[src/rtl/scan_decoder_pkg.sv]
// Shared types for the scan decoder: FSM state encoding and mode select values.
// Latency: n/a (types and constants only).
// Backpressure: n/a.
package scan_decoder_pkg;

    typedef enum logic [1:0] {
        IDLE   = 2'd0,
        DIRECT = 2'd1,
        SCAN   = 2'd2
    } state_t;

    localparam logic MODE_DIRECT = 1'b0;
    localparam logic MODE_SCAN   = 1'b1;

endpackage

[src/rtl/onehot_decoder.sv]
// Combinational binary-to-one-hot decoder; all-zero output when disabled.
// Latency: 0 cycles (pure combinational).
// Backpressure: none.
module onehot_decoder #(
    parameter int IN_WIDTH = 4
) (
    input  logic                   enable,
    input  logic [IN_WIDTH-1:0]    in,
    output logic [2**IN_WIDTH-1:0] out
);

    always_comb begin
        out = '0;
        if (enable) begin
            out[in] = 1'b1;
        end
    end

endmodule

[src/rtl/scan_decoder.sv]
// Line decoder that either follows 'in' directly or auto-scans lines with a dwell count.
// Latency: 1 cycle from inputs to registered out/index/wrap.
// Backpressure: none; enable=0 blanks out and freezes index/dwell.
module scan_decoder
    import scan_decoder_pkg::*;
#(
    parameter int IN_WIDTH = 4,
    parameter int DWELL    = 4
) (
    input  logic                   clk,
    input  logic                   reset,
    input  logic                   enable,
    input  logic                   mode,
    input  logic                   load,
    input  logic [IN_WIDTH-1:0]    in,
    output logic [2**IN_WIDTH-1:0] out,
    output logic [IN_WIDTH-1:0]    index,
    output logic                   wrap
);

    localparam int OUT_WIDTH = 2**IN_WIDTH;
    localparam int DW        = ($clog2(DWELL + 1) < 1) ? 1 : $clog2(DWELL + 1);

    localparam logic [DW-1:0]       DWELL_LAST = DW'(DWELL - 1);
    localparam logic [IN_WIDTH-1:0] INDEX_LAST = '1;

    state_t               state;
    state_t               state_nxt;
    logic [IN_WIDTH-1:0]  index_nxt;
    logic [DW-1:0]        dwell;
    logic [DW-1:0]        dwell_nxt;
    logic                 wrap_nxt;
    logic                 line_en;
    logic [OUT_WIDTH-1:0] out_nxt;

    // Stepping only happens when already scanning, so entering SCAN from
    // DIRECT or IDLE shows the held line for its remaining dwell first.
    always_comb begin
        state_nxt = IDLE;
        index_nxt = index;
        dwell_nxt = dwell;
        wrap_nxt  = 1'b0;
        if (enable) begin
            if (mode == MODE_DIRECT) begin
                state_nxt = DIRECT;
                index_nxt = in;
                dwell_nxt = '0;
            end else begin
                state_nxt = SCAN;
                if (load) begin
                    index_nxt = in;
                    dwell_nxt = '0;
                end else if (state == SCAN) begin
                    if (dwell == DWELL_LAST) begin
                        dwell_nxt = '0;
                        index_nxt = index + 1'b1;
                        wrap_nxt  = (index == INDEX_LAST);
                    end else begin
                        dwell_nxt = dwell + 1'b1;
                    end
                end
            end
        end
    end

    assign line_en = (state_nxt != IDLE);

    onehot_decoder #(
        .IN_WIDTH(IN_WIDTH)
    ) u_onehot (
        .enable(line_en),
        .in    (index_nxt),
        .out   (out_nxt)
    );

    always_ff @(posedge clk or posedge reset) begin
        if (reset) begin
            state <= IDLE;
            index <= '0;
            dwell <= '0;
            out   <= '0;
            wrap  <= 1'b0;
        end else begin
            state <= state_nxt;
            index <= index_nxt;
            dwell <= dwell_nxt;
            out   <= out_nxt;
            wrap  <= wrap_nxt;
        end
    end

endmodule

[config.mk]
export PLATFORM = sky130hd
export DESIGN_NAME = scan_decoder
export DESIGN_NICKNAME = d
export VERILOG_FILES = /design/src/rtl/scan_decoder_pkg.sv /design/src/rtl/onehot_decoder.sv /design/src/rtl/scan_decoder.sv
export SDC_FILE = /design/constraint.sdc
export NUM_CORES = 1
export LEC_CHECK = 0
export CAP_MARGIN = 15
export CELL_PAD_IN_SITES_DETAIL_PLACEMENT = 1
export CELL_PAD_IN_SITES_GLOBAL_PLACEMENT = 1
export CORE_UTILIZATION = 39
export DETAILED_ROUTE_END_ITERATION = 12
export PLACE_DENSITY = 0.79
export SLEW_MARGIN = 20
export SYNTH_ARGS = -nofsm -noshare
export SYNTH_HDL_FRONTEND = slang
export SYNTH_SLANG_ARGS = --single-unit
[constraint.sdc]
create_clock -name clk -period 3.9 [get_ports clk]
set_clock_uncertainty 0.05 [all_clocks]
set_input_delay 0.78 -clock clk [delete_from_list [all_inputs] [get_ports clk]]
set_output_delay 0.78 -clock clk [all_outputs]
set_load 0.005 [all_outputs]
# Word level (Yosys, flattened, before mapping)
# Index checks and enable logic that the tools add are counted.
dict set report totals {
  word_cells 35
  ff_bits 26
  input_bits 9
  output_inout_bits 21
}
dict set report classes {
  muxes 19
  order_cmp 2
  n_eq_ne 4
  n_reduce_logical 3
  addsub 2
}
# op count
set op_table {}
lappend op_table {{4-bit 2-to-1 mux} 5}
lappend op_table {{16-bit 2-to-1 mux} 1}
lappend op_table {{3-bit 2-to-1 mux} 4}
lappend op_table {{1-bit 2-to-1 mux} 6}
lappend op_table {{4-bit by 5-bit < comparator with 1-bit output (second input constant)} 1}
lappend op_table {{4-bit by 1-bit adder with 4-bit output (second input constant)} 1}
lappend op_table {{1-bit demux with 4-bit select} 1}
lappend op_table {{4-bit equality test (second input constant)} 1}
lappend op_table {{4-bit by 1-bit greater-or-equal comparator with 1-bit output (second input constant)} 1}
lappend op_table {{2-bit 2-to-1 mux} 2}
lappend op_table {{3-bit by 1-bit adder with 3-bit output (second input constant)} 1}
lappend op_table {{3-bit by 2-bit equality test with 1-bit output (second input constant)} 1}
lappend op_table {{3-bit by 1-bit != test with 1-bit output (second input constant)} 1}
lappend op_table {{2-bit equality test (second input constant)} 1}
lappend op_table {{2-bit AND reduction} 1}
lappend op_table {{2-bit nonzero test} 1}
lappend op_table {{1-bit logical AND} 1}

# Longest topological paths before layout
dict set report depth {
  ltp_word 11
  depth_mapped 6
  depth_no_buf 6
}

# Hierarchy
# Synthesis repeated with hierarchy kept, for this count alone.
dict set report hier_totals {
  cells_unflattened 92
  hier_area_um2 1068.5
}
# mod cells_per_inst n_inst area_per_inst_um2 seq_area_each_um2
set by_module_without_submodules {}
lappend by_module_without_submodules {scan_decoder 69 1 950.9 650.6}
lappend by_module_without_submodules {onehot_decoder 23 1 117.6 0.0}

# Worst setup path before layout
# No wires, ideal clock.
dict set report synth_timing {
  kind {input port to flip-flop}
  from {in mode}
  to {reg out[0]}
  path_slack_ps 1783
  path_stages 5
  t_arrival_ps 1966
  n_path_buf 0
  setup_time_ps 101
  required_time_ps 3749
  path_cell_list {nor2b_1 o2bb2ai_1 a311oi_4 inv_4 nor4_1}
}
dict set report synth_between {
  elab_chain_len 7
  word_cells_on_any_way 11
  cone_classes {2 x order compare; 7 x mux; 2 x reduce/logical}
}
# item line
set synth_rtl {}
lappend synth_rtl {{start, declared} scan_decoder.sv:13} ;# input logic mode,
lappend synth_rtl {{4-bit 2-to-1 mux *} scan_decoder.sv:44} ;# if (mode == MODE_DIRECT) begin
lappend synth_rtl {{4-bit 2-to-1 mux *} scan_decoder.sv:43} ;# if (enable) begin
lappend synth_rtl {{via index_nxt[3]} scan_decoder.sv:29} ;# logic [IN_WIDTH-1:0] index_nxt;
lappend synth_rtl {{4-bit by 5-bit < comparator with 1-bit output (not written as such) / 4-bit by 1-bit greater-or-equal comparator with 1-bit output (equally long branches)} onehot_decoder.sv:15} ;# out[in] = 1'b1;
lappend synth_rtl {{1-bit logical AND (not written as such)} onehot_decoder.sv:15}
lappend synth_rtl {{1-bit 2-to-1 mux (not written as such)} onehot_decoder.sv:15}
lappend synth_rtl {{1-bit demux with 4-bit select *} --}
lappend synth_rtl {{16-bit 2-to-1 mux *} onehot_decoder.sv:14} ;# if (enable) begin
lappend synth_rtl {{via out_nxt[0]} scan_decoder.sv:34} ;# logic [OUT_WIDTH-1:0] out_nxt;
lappend synth_rtl {{end signal, assigned} scan_decoder.sv:87} ;# out <= out_nxt;
lappend synth_rtl {{end, declared} scan_decoder.sv:16} ;# output logic [2**IN_WIDTH-1:0] out,
# Mark *: on every way through the listed nets, which the timed path passes. The rest lies on a longest branch.
# A chain may end at the register's enable or synchronous reset.

# Worst setup path in the final report
dict set report layout_timing {
  from {in mode}
  to {reg out[2]}
}
# The elaborated chain is that of the path after synthesis.

==> out/qor.csv <==
metric,value,unit
Period minus WS final,2.742,ns
count of H-tree levels built during CTS,1,
number of buffers inserted by post-CTS setup repair,0,
half-perimeter wire length after placement,2.017,mm
overall power of the completed layout,0.5313,mW
Resized Gates After CTS,0,
number of vias after detailed routing,940,
sequential cell area fraction in the yosys report,56.34,%
Cell variety after synth,34,
"Area growth, synth to finish",31.64,%
DRC violation total after the first TritonRoute iteration,14,
clock share of power,25.6,%
Commonest cells post-synth,"sky130_fd_sc_hd__dfrtp_1, sky130_fd_sc_hd__nor4_1, sky130_fd_sc_hd__nor3_1, sky130_fd_sc_hd__inv_1",
area of combinational cells with multiple inputs,460.4,um2
Synth async-reset ratio,100.0,%
area share of the largest cell type after synthesis,56.34,%
die span in y,56.42,um
critical path class,primary input to flop,
clock insertion delay at the later pin of the skew report,0.33,ns
aggregate global routing overflow,0,
final setup violation count,0,
crit share post-route,70.31,%
CP peak stage delay,0.54,ns
worst slew slack as a fraction of its limit,38.14,%
area taken by flip-flops and latches,650.6,um2
total iterations of the first detailed-routing run,4,
count of standard-cell rows,19,
maximum number of buffers from clock root to sink,2,
clock tree from TritonCTS,done,
internal reg-to-reg setup slack,1.53,ns
Setup Total Neg Slack,0,ns
total core area,2781,um2
number of warning messages in the yosys log,0,
diode count,0,
HP Start,dwell[1],
switching power share of the total,27.56,%
leakage component of the power,0.6314,nW
Syn Area/Cell,11.55,um2
Worst Path Required,4.06,ns
origin of the worst setup path,mode,
via-per-instance ratio,5.767,
non-filler instance count after layout,163,
clock transition at the registers of the reported paths,0.14,ns
most frequent cell after synthesis,sky130_fd_sc_hd__dfrtp_1,
number of hold violations in the final report,0,
total nets after synthesis,111,
net switching power,0.1464,mW
total count of max-transition violations in the final report,0,
# nets final,144,
cell taking the most area after synthesis,sky130_fd_sc_hd__dfrtp_1,
worst flop-to-flop path startpoint,index[0],
post-synthesis instance area,1155,um2
internal power,0.3849,mW
vias in the first global route,978,
All-Layer GR Usage,19.40,%
number of antenna violations at the first check in global routing,0,
largest cells by area after synthesis,"sky130_fd_sc_hd__dfrtp_1, sky130_fd_sc_hd__nor4_1, sky130_fd_sc_hd__nor3_1",
power per standard cell area,349.5,nW/um2
routed length per instance,16.85,um
initial core utilization,41.52,%
type of the worst min-delay path,flop to flop,
total of buffers placed on input and output ports,29,
global placement routability congestion,0.8840,
ys flop type,sky130_fd_sc_hd__dfrtp_1,
capturing element type of the critical path,flop,
CTS sink count,26,
number of synthesized register bits,26,
worst endpoint data arrival time,2.90,ns
pin count of the biggest net entering global routing,27,
full die area,3183,um2
worst path cell trace,"clkdlybuf4s50_1, nor2b_1, o2bb2ai_1, a311oi_4, inv_4, nor4_1",
crit path max-delay cell type,sky130_fd_sc_hd__clkdlybuf4s50_1,
remaining antenna violation count,0,
worst-case vdd ir drop,0.2476,mV
number of max-cap violations,0,
Die Wd,56.42,um
final wirelength,2.747,mm
top-level I/O count,30,
Fillers,304,
detailed-route DRC error count,0,
root cell of the clock tree,sky130_fd_sc_hd__clkbuf_4,
number of enable flip-flop cells after synthesis,0,
combinational group share of total power,19.1,%
Max Fanout on Critical Path,9,
layout cell share with drive strength beyond 1,10.61,%
Post-Place Cells,159,
outcome,completed,
count of hold-fix buffers inserted at cts,0,
type of element launching the critical path,primary input,
fraction of power consumed by sequential logic,55.3,%
worst-margin pin slew,0.9222,ns
highest clock rate,364.7,MHz
count of mapped cells out of synthesis,100,
RSZ-0062 raised after global routing,no,
global-route wire length before repair,4.698,mm
Inserted Clock Buffers,3,
==> metrics by stage <==
| stage | hold WS, ns | setup slack [ns] | util, % | area, um2 |
|---|---|---|---|---|
| 2_1_floorplan | 0.4198 | 1.783 | - | 1155 |
| 3_3_place_gp | 0.4338 | 0.9233 | 53.35 | 1484 |
| 3_5_place_dp | 0.4511 | 0.8524 | 53.35 | 1484 |
| 4_1_cts | 0.4831 | 1.169 | 54.66 | 1520 |
| 5_1_grt | 0.5276 | 1.020 | 54.66 | 1520 |
| 6_report | 0.4911 | 1.158 | 54.66 | 1520 |
==> flip-flops by register name, summed over array words and instances, names as in the netlist <==
name,count
index,4
state,2
dwell,3
out,16
wrap,1
==> final timing paths <==
| check | to | cells after the start |
|---|---|---|
| setup reg to reg | out[12] | 6 |
| min in group asynchronous | out[1] | 2 |
| hold reg to reg | dwell[1] | 1 |
| hold / removal | dwell[1] | 1 |
| setup / recovery | out[2] | 6 |
| max in group asynchronous | index[2] | 2 |
==> per-layer routing <==
metal  GRT usage (%)  share of wire (%)  wire, um
met1           25.38                 45      1243
met2           31.97                 49      1356
met3           5.760                4.4       122
met4           4.181               0.91        25
met5               0                  0         0
==> logic make-up after synthesis <==
group / after synthesis / share of synthesized area, %
AO/OA/AOI/OAI: 17 / 12.89
XOR/XNOR: 1 / 0.7585
adder cells (fa/ha/maj): 2 / 2.167
buffers and inverters: 11 / 3.793
flip-flops: 26 / 56.34
multiplexers: 2 / 1.842
AND/OR/NAND/NOR: 41 / 22.21
==> cell usage in the layout (no fill, tap or decap), types with 2 or more instances in the layout <==
cell	Yosys	layout
sky130_fd_sc_hd__nand2b_1	2	2
sky130_fd_sc_hd__nand2_1	5	5
sky130_fd_sc_hd__ha_1	2	2
sky130_fd_sc_hd__o2bb2ai_1	3	3
sky130_fd_sc_hd__dfrtp_1	26	26
sky130_fd_sc_hd__o32a_1	2	2
sky130_fd_sc_hd__nor4_1	10	10
sky130_fd_sc_hd__nand3_1	2	2
sky130_fd_sc_hd__inv_1	7	6
sky130_fd_sc_hd__nor3_1	8	8
sky130_fd_sc_hd__clkdlybuf4s50_1	0	29
sky130_fd_sc_hd__nor2b_1	2	2
sky130_fd_sc_hd__nor2_1	5	5
sky130_fd_sc_hd__a32o_1	2	2
sky130_fd_sc_hd__a21oi_1	3	3
sky130_fd_sc_hd__clkbuf_4	0	3
==> critical path: cells and delay by family <==
family | cells | cell delay, ns
AOI/OAI and AO/OA | 2 | 0.69
and+or+nand+nor | 2 | 0.76
buffers and inverters | 2 | 0.66
==> layout make-up <==
type	instances	share of cell area [%]
Sequential cell	26	42.80
Tap cell	31	2.551
Timing Repair Buffer	30	19.59
Clock buffer	4	2.387
Inverter	9	2.387
Multi-Input combinational cell	63	30.29
==> power by group through the flow <==
stage,Combinational (mW),Clock (mW),Sequential [mW]
global placement,0.0975,0,0.299
floorplan,0.0538,0,0.297
finish,0.101,0.136,0.294
CTS,0.102,0.143,0.294
global route,0.112,0.154,0.296
detailed placement,0.101,0,0.299
Note: power is estimated with default switching activity, not from simulation.
